==> config.mk <==
export PLATFORM = sky130hd
export DESIGN_NAME = koa_seq
export DESIGN_NICKNAME = d
export VERILOG_FILES = /design/src/rtl/koa_seq.sv
export SDC_FILE = /design/constraint.sdc
export NUM_CORES = 1
export LEC_CHECK = 0
export CAP_MARGIN = 20
export CORE_AREA = 2 2 97 99
export DETAILED_ROUTE_END_ITERATION = 10
export DIE_AREA = 0 0 99 101
export PLACE_DENSITY = 0.81
export SLEW_MARGIN = 25
export SYNTH_ARGS = -nofsm -noshare
export SYNTH_HDL_FRONTEND = slang
export SYNTH_SLANG_ARGS = --single-unit
export TNS_END_PERCENT = 1
==> constraint.sdc <==
create_clock -name clk -period 3.32 [get_ports clk]
set_clock_uncertainty 0.05 [all_clocks]
set_input_delay 0.498 -clock clk [delete_from_list [all_inputs] [get_ports clk]]
set_output_delay 0.498 -clock clk [all_outputs]
set_load 0.005 [all_outputs]
==> src/rtl/koa_seq.sv <==
// ---------------------------------------------------------------------------
// koa_seq
// Sequencer that shares one external Karatsuba-Ofman (KOA) multiplier between
// two requesters. It picks a requester with round-robin arbitration, latches
// that requester's operand pair into registers that feed the multiplier, waits
// for the multiplier's combinational path to settle, pulses the multiplier's
// result-register load, and then presents the product on a valid/ready
// response channel tagged with the requester id.
//
// Parameters
//   SW   operand width of the shared multiplier
//   LAT  cycles from stable operands to a valid multiplier result (>= 1)
//
// Ports
//   clk, rst                  single clock, synchronous active-high reset
//   req0_valid_i/req0_ready_o requester 0 handshake, operands req0_a_i/req0_b_i
//   req1_valid_i/req1_ready_o requester 1 handshake, operands req1_a_i/req1_b_i
//   mult_a_o, mult_b_o        registered operands to the multiplier
//   mult_load_o               multiplier result-register load strobe
//   mult_result_i             multiplier product
//   rsp_valid_o/rsp_ready_i   response handshake
//   rsp_id_o                  requester that owns the response (0 or 1)
//   rsp_data_o                product
//   busy_o                    high whenever an operation is in flight
// ---------------------------------------------------------------------------
module koa_seq #(
  parameter int SW  = 24,
  parameter int LAT = 2
) (
  input  logic            clk,
  input  logic            rst,
  input  logic            req0_valid_i,
  input  logic            req1_valid_i,
  output logic            req0_ready_o,
  output logic            req1_ready_o,
  input  logic [SW-1:0]   req0_a_i,
  input  logic [SW-1:0]   req0_b_i,
  input  logic [SW-1:0]   req1_a_i,
  input  logic [SW-1:0]   req1_b_i,
  output logic [SW-1:0]   mult_a_o,
  output logic [SW-1:0]   mult_b_o,
  output logic            mult_load_o,
  input  logic [2*SW-1:0] mult_result_i,
  output logic            rsp_valid_o,
  input  logic            rsp_ready_i,
  output logic            rsp_id_o,
  output logic [2*SW-1:0] rsp_data_o,
  output logic            busy_o
);

  // The wait counter only ever holds values up to LAT-1.
  localparam int CW = (LAT > 1) ? $clog2(LAT) : 1;

  typedef enum logic [1:0] {
    IDLE = 2'd0,
    WAIT = 2'd1,
    LOAD = 2'd2,
    RESP = 2'd3
  } state_t;

  state_t        state;
  logic [CW-1:0] wait_cnt;
  logic          last_grant;
  logic          rsp_id;
  logic          grant;
  logic          accept;

  // Round-robin pick: a lone requester always wins; on a tie the requester
  // that was not served last wins. The pointer itself only moves on accept,
  // so a requester dropping valid while not granted changes nothing.
  always_comb begin
    grant = 1'b0;
    if (req0_valid_i && req1_valid_i) begin
      grant = ~last_grant;
    end else if (req1_valid_i) begin
      grant = 1'b1;
    end
  end

  // Requests are only taken in IDLE, so the cycle that completes a response
  // handshake can never also accept; the next accept is one cycle later.
  assign accept       = (state == IDLE) && (req0_valid_i || req1_valid_i);
  assign req0_ready_o = (state == IDLE) && req0_valid_i && !grant;
  assign req1_ready_o = (state == IDLE) && req1_valid_i &&  grant;

  // The multiplier result register holds its value from LOAD onward, so the
  // response data is taken straight from it.
  assign rsp_data_o = mult_result_i;
  assign rsp_id_o   = rsp_id;

  // Sequencer FSM. mult_load_o, rsp_valid_o and busy_o are registered and are
  // set on the transition into the state that owns them, so they line up
  // exactly with the state register.
  always_ff @(posedge clk) begin
    if (rst) begin
      state       <= IDLE;
      wait_cnt    <= '0;
      last_grant  <= 1'b1;
      rsp_id      <= 1'b0;
      mult_a_o    <= '0;
      mult_b_o    <= '0;
      mult_load_o <= 1'b0;
      rsp_valid_o <= 1'b0;
      busy_o      <= 1'b0;
    end else begin
      unique case (state)
        IDLE: begin
          if (accept) begin
            rsp_id     <= grant;
            last_grant <= grant;
            mult_a_o   <= grant ? req1_a_i : req0_a_i;
            mult_b_o   <= grant ? req1_b_i : req0_b_i;
            busy_o     <= 1'b1;
            // With a single-cycle multiplier there is nothing to wait for.
            if (LAT == 1) begin
              state       <= LOAD;
              mult_load_o <= 1'b1;
              wait_cnt    <= '0;
            end else begin
              state    <= WAIT;
              wait_cnt <= CW'(LAT - 1);
            end
          end
        end

        WAIT: begin
          // The counter enters at LAT-1, so exiting at 1 gives LAT-1 cycles.
          if (wait_cnt <= CW'(1)) begin
            state       <= LOAD;
            mult_load_o <= 1'b1;
            wait_cnt    <= '0;
          end else begin
            wait_cnt <= wait_cnt - CW'(1);
          end
        end

        LOAD: begin
          state       <= RESP;
          mult_load_o <= 1'b0;
          rsp_valid_o <= 1'b1;
        end

        RESP: begin
          if (rsp_ready_i) begin
            state       <= IDLE;
            rsp_valid_o <= 1'b0;
            busy_o      <= 1'b0;
          end
        end

        default: begin
          state       <= IDLE;
          mult_load_o <= 1'b0;
          rsp_valid_o <= 1'b0;
          busy_o      <= 1'b0;
        end
      endcase
    end
  end

endmodule

==> metrics, run 1 <==
Pwr Density approximately 740 mW/mm²; Port Buffers 154; pin count of the biggest net entering global routing between 50 and 60; Synth top area share roughly two fifths; Total GRT Usage 16.6%; via count 2759; clock latency on the worst-skew pair 0.30 ns; actual slew at the worst max-slew pin between 0.7 and 0.8 ns; final worst slack around 0.75 ns; TritonCTS clock tree done; warnings from Yosys 0; DR pass1 iterations 4; synth top area cells dfxtp_1 40%, buf_4 14%, a211oi_1 13%; RSZ-0062 raised after global routing false; Setup Slack @ Placement 0.754 ns; status finished, final reports clean; starting density of the core between 30 and 40%; commonest non-fill, non-tap cell in the layout clkdlybuf4s50_1; Gates resized, CTS repair 0; Bufs on Longest Clock Path 2; Storage cell area 0.00110 mm²; dpl hpwl between 6 and 7 mm; total core area between 0.008 and 0.009 mm²; register bit count reported by yosys between 50 and 60; row count 35; final hold viol count 0; CTS buffer count 5; WL per Instance ~16 µm; critical path required time between 2 and 3 ns; syn avg cell area 7.82 µm²; maximum clock frequency slightly below 0.4 GHz; CP Class in2out; Post-Syn Area ~0.0028 mm²; Horiz. Die Dim 99 µm; CTS H-tree lvls 2; clock slew at reported path FFs roughly 0.090 ns; Die Area approximately 0.010 mm²; Worst Setup End Kind primary output; IO Pins approximately 250; Slew Viols, Final 0; post-synth top area cell dfxtp_1; setup TNS 0 ns; CTS Hold Bufs 0; Synth cell types 27; VDD IR-drop max 285 µV; net count reported at finish between 500 and 600; syn nets 508; area delta synth->final 49.3%; Iter 0 DRT Violations between 60 and 70; Diodes inserted 0; first-pass GRT wire length between 10 and 15 mm; DRT antenna net count 0; Congestion Overflow GR 0; final setup fails 0; Final Cycle Share slightly below 80%; CP startpoint kind input pin; # DRC 0; CTS Root Cell clkbuf_8; height of the die 101 µm; post-layout util a little under half; initial antenna violation count 0; worst rel slew slack about 48%; routability cong. 0.773; Arr. time, crit path around 2.0 ns; total of max-cap violations 0; Mapped Cells roughly 360; CP Max Fanout 7; total wire length slightly below 9 mm; vias in the first global route between 2000 and 3000; Pleak approximately 0.0016 µW; Tightest Hold Check Type reg2reg; Fillers about 880; fin crit period ~2.6 ns; Vias/cell ~5; share of cells above drive strength 1 ~3.6%; clock sink count 55; setup repair bufs after CTS 0; multi-input logic area 0.00120 mm²; most frequent cells in the layout 153 x clkdlybuf4s50_1, 55 x dfxtp_1, 53 x a21oi_1, 53 x nor2_1; Seq/Total Area, Yosys slightly below 40%
-- state kept, by name, summed over array words and instances (netlist names) --
name         count
rsp_id_o         1
mult_b_o        24
state            2
mult_load_o      1
busy_o           1
mult_a_o        24
last_grant       1
rsp_valid_o      1
-- critical path, stage by stage --
cell,delay [ns]
clkdlybuf4s50_1,0.67
a21bo_2,0.21
and3_1,0.15
clkdlybuf4s50_1,0.49
-- synthesized netlist by cell type --
| cell type | n |
|---|---|
| and3_1 | 1 |
| nor2b_1 | 1 |
| a311oi_1 | 1 |
| o21ai_1 | 1 |
| a21oi_1 | 53 |
| a21boi_2 | 1 |
| a21o_1 | 1 |
| or2_2 | 1 |
| inv_1 | 2 |
| a31o_1 | 1 |
| and2_1 | 1 |
| nand2b_1 | 1 |
| nor2_1 | 53 |
| a22oi_1 | 1 |
| buf_4 | 52 |
| dfxtp_1 | 55 |
| a21bo_2 | 1 |
| ha_1 | 4 |
| nand2_1 | 49 |
| buf_2 | 10 |
| clkbuf_1 | 11 |
| a211oi_1 | 49 |
| nand3_1 | 1 |
| o21a_1 | 1 |
| or3b_1 | 1 |
| buf_1 | 1 |
| a31oi_1 | 1 |
-- routing by layer --
layer,up-vias,global-route usage (%),wire length [µm]
met2,116,30.2,4500
met5,-,0,0
met4,0,6.32,205
met3,24,3.81,652
met1,1274,18.7,3340
li1,1345,-,-
-- cell type report --
cell class	count	area share (%)
clock inverter	1	0.724
inverter	2	0.181
sequential	55	26.5
tap	111	3.35
clock buffer	6	1.75
multi-input combinational	224	29.0
timing repair buffer	158	38.4
-- path summary, 6_finish.rpt --
kind | start | slack (ns) | depth (start not counted) | to
setup / recovery | req0_valid_i | 0.75 | 4 | req0_ready_o
hold / removal | mult_load_o | 0.44 | 2 | mult_load_o
setup reg to reg | state[0] | 1.27 | 6 | mult_b_o[18]
hold reg to reg | mult_load_o | 0.44 | 2 | mult_load_o
-- power by group --
group | leakage [µW] | internal (µW) | switching [µW]
Clock | 0.0000513 | 222 | 213
Sequential | 0.000457 | 929 | 143
Combinational | 0.00109 | 859 | 709
Total | 0.00160 | 2010 | 1060
-- cell families after synthesis --
kind of cell	after synthesis	synth area share, %
compound gates	111	25.4
simple gates	109	15.4
buf+inv	76	17.7
flops	55	39.6
fa+ha+maj	4	1.80
-- through the flow --
| step | total power [µW] | hold slack [ns] | instances | area, µm² |
|---|---|---|---|---|
| 2_1_floorplan | 1860 | 0.422 | 355 | 2780 |
| 3_3_place_gp | 2620 | 0.419 | 550 | 4040 |
| 3_5_place_dp | 2680 | 0.429 | 550 | 4040 |
| 4_1_cts | 3120 | 0.443 | 557 | 4150 |
| 5_1_grt | 3320 | 0.474 | 557 | 4150 |
| 6_report | 3070 | 0.442 | 557 | 4150 |
Power figures use the tool's default switching activity.
==> inputs of run 2 (changes only) <==
--- a/config.mk
+++ b/config.mk
@@ -6,10 +6,10 @@
 export NUM_CORES = 1
 export LEC_CHECK = 0
 export CAP_MARGIN = 20
-export CORE_AREA = 2 2 97 99
+export CORE_AREA = 2 2 103 105
 export DETAILED_ROUTE_END_ITERATION = 10
-export DIE_AREA = 0 0 99 101
-export PLACE_DENSITY = 0.81
+export DIE_AREA = 0 0 105 107
+export PLACE_DENSITY = 0.76
 export SLEW_MARGIN = 25
 export SYNTH_ARGS = -nofsm -noshare
 export SYNTH_HDL_FRONTEND = slang
==> constraint.sdc (replaced) <==
create_clock -name clk -period 2.2 [get_ports clk]
set_clock_uncertainty 0.05 [all_clocks]
set_input_delay 0.33 -clock clk [delete_from_list [all_inputs] [get_ports clk]]
set_output_delay 0.33 -clock clk [all_outputs]
set_load 0.005 [all_outputs]
==> run 2 against run 1 <==
Effect of this change: sequential share of layout area shrank 0.43 points; flip-flop and latch count is the same; wire length shrank 1.9%; core utilization shrank 4.4 points; critical endpoint unchanged; largest power group unchanged.
==> metrics, run 2 (synthesis results as in run 1) <==
status finished, final reports clean; clock latency on the worst-skew pair around 0.30 ns; Pleak ~0.0016 µW; sequential power share 35.0%; Die Area about 0.011 mm²; sw power about 1600 µW; CTS buffer count 5; VDD IR-drop max roughly 420 µV; maximum clock frequency 0.471 GHz; clock share of power 12.1%; critical path cell sequence clkdlybuf4s50_1 -> a21bo_2 -> and3_1 -> clkdlybuf4s50_1; IO Pins 251; Horiz. Die Dim around 110 µm; Worst Setup End Kind primary output; capturing point of the worst reg2reg path state[1]; initial antenna violation count 0; CTS Root Cell clkbuf_8; net count reported at finish between 600 and 700; Worst Setup SP req0_valid_i; final setup fails 0; height of the die between 100 and 150 µm; flop2flop setup slack 0.57 ns; CP Class in2out; Congestion Overflow GR 0; clock sink count 55; Port Buffers 154; TritonCTS clock tree done; CTS H-tree lvls 2; placed cell count 581; Final Cycle Share 96.5%; CTS Hold Bufs 0; starting density of the core between 20% and 30%; critical path required time 1.82 ns; CP max stage cell clkdlybuf4s50_1; clock slew at reported path FFs approximately 0.09 ns; total of max-cap violations 0; slowest stage delay, CP 0.57 ns; Reg2Reg Depth 5; Bufs on Longest Clock Path 2; Largest regs mult_a_o: 24 flops, mult_b_o: 24 flops, state: 2 flops; combinational fraction of design power 52.9%; row count 37; Fillers between 1000 and 1500; share of cells above drive strength 1 5.30%; # DRC 0; Arr. time, crit path roughly 1.7 ns; RSZ-0062 raised after global routing false; worst rel slew slack approximately half; DR pass1 iterations 4; WL per Instance 14.5 µm; total wire length 8.54 mm; hold depth 2; CP startpoint kind input pin; vias in the first global route ~2700; actual slew at the worst max-slew pin 0.773 ns; commonest non-fill, non-tap cell in the layout clkdlybuf4s50_1; total core area 0.0101 mm²; Pwr Density approximately 1100 mW/mm²; pin count of the biggest net entering global routing 50; fin crit period approximately 2.1 ns; via count ~2800; Internal about 3000 µW; worst hold start mult_load_o; routability cong. roughly 0.8; Tightest Hold Check Type reg2reg; dpl hpwl just over 6 mm; reg2reg start state[0]; CP most frequent cell clkdlybuf4s50_1; Switching Fraction approximately 36%; final hold viol count 0; setup TNS 0 ns; Total GRT Usage between 10% and 20%; Iter 0 DRT Violations 96; first-pass GRT wire length approximately 13 mm; DRT antenna net count 0; CP Max Fanout 3; most frequent cells in the layout 153 x clkdlybuf4s50_1, 55 x dfxtp_1, 53 x a21oi_1, 53 x nor2_1; final cell count without fillers approximately 590; Vias/cell around 4.8; Diodes inserted 0; area delta synth->final 51.8%; Worst Hold Path EP mult_load_o; Slew Viols, Final 0
==> run 2: cell count changes in the layout (fill, tap and decap cells not counted) <==
cell        delta
buf_2          +1
buf_4          +5
bufinv_16      -1
clkinv_2       +1
clkinvlp_4     +1
ha_1           -1
ha_4           +1
==> run 2: worst max path at each step <==
stage                        end  depth (start not counted)  slack [ns]
floorplan            mult_a_o[0]                          7        0.70
global placement    req0_ready_o                          4        0.13
detailed placement  req0_ready_o                          4        0.08
CTS                 req0_ready_o                          4       0.008
global route        req0_ready_o                          4        0.04
finish              req0_ready_o                          4        0.08
==> run 2: power by group through the flow <==
stage          sequential [µW]  clock (µW)  combinational [µW]
3_3_place_gp              1620           0                2370
6_report                  1610         560                2440
3_5_place_dp              1640           0                2420
5_1_grt                   1660         625                2650
4_1_cts                   1620         594                2430
2_1_floorplan             1660           0                1150
==> run 2: area by class of cell <==
type	instances	area (µm²)	area share, %
Clock buffer	6	72.6	1.72
Clock inverter	2	12.5	0.297
Inverter	2	7.51	0.178
Sequential cell	55	1100	26.1
Timing Repair Buffer	164	1640	38.8
Tap cell	136	170	4.04
Multi-Input combinational cell	224	1220	28.8
==> run 2: layer usage <==
layer  up-vias  GRT usage, %  routed length [µm]
met2       132          25.6                4270
met5         -             0                   0
li1       1354             -                   -
met3        27          4.07                 644
met4         0          4.00                 148
met1      1306          15.4                3470
==> run 2: what timing repair did <==
| item | in CTS | in global routing |
|---|---|---|
| gates resized for setup | 0 | 2 |
| buffers inserted | 0 | 0 |
| endpoints found under the setup margin | 0 | 2 |
==> run 2: per-stage QoR <==
step                instance area [µm²]  total power [µW]  util [%]  worst slack (ns)  hold WS, ns
finish                             4220              4620      41.8            0.0761        0.438
global route                       4220              4940      41.8            0.0425        0.476
CTS                                4200              4650      41.7           0.00765        0.440
detailed placement                 4120              4060      40.8            0.0849        0.426
global placement                   4120              3990      40.8             0.131        0.416
floorplan                          2780              2810         -             0.696        0.421
==> run 2: worst max-delay path: cells and delay by family <==
kind	cells	cell delay [ns]
AND/OR/NAND/NOR	1	0.17
buffers and inverters	2	1.07
AO/OA/AOI/OAI	1	0.18
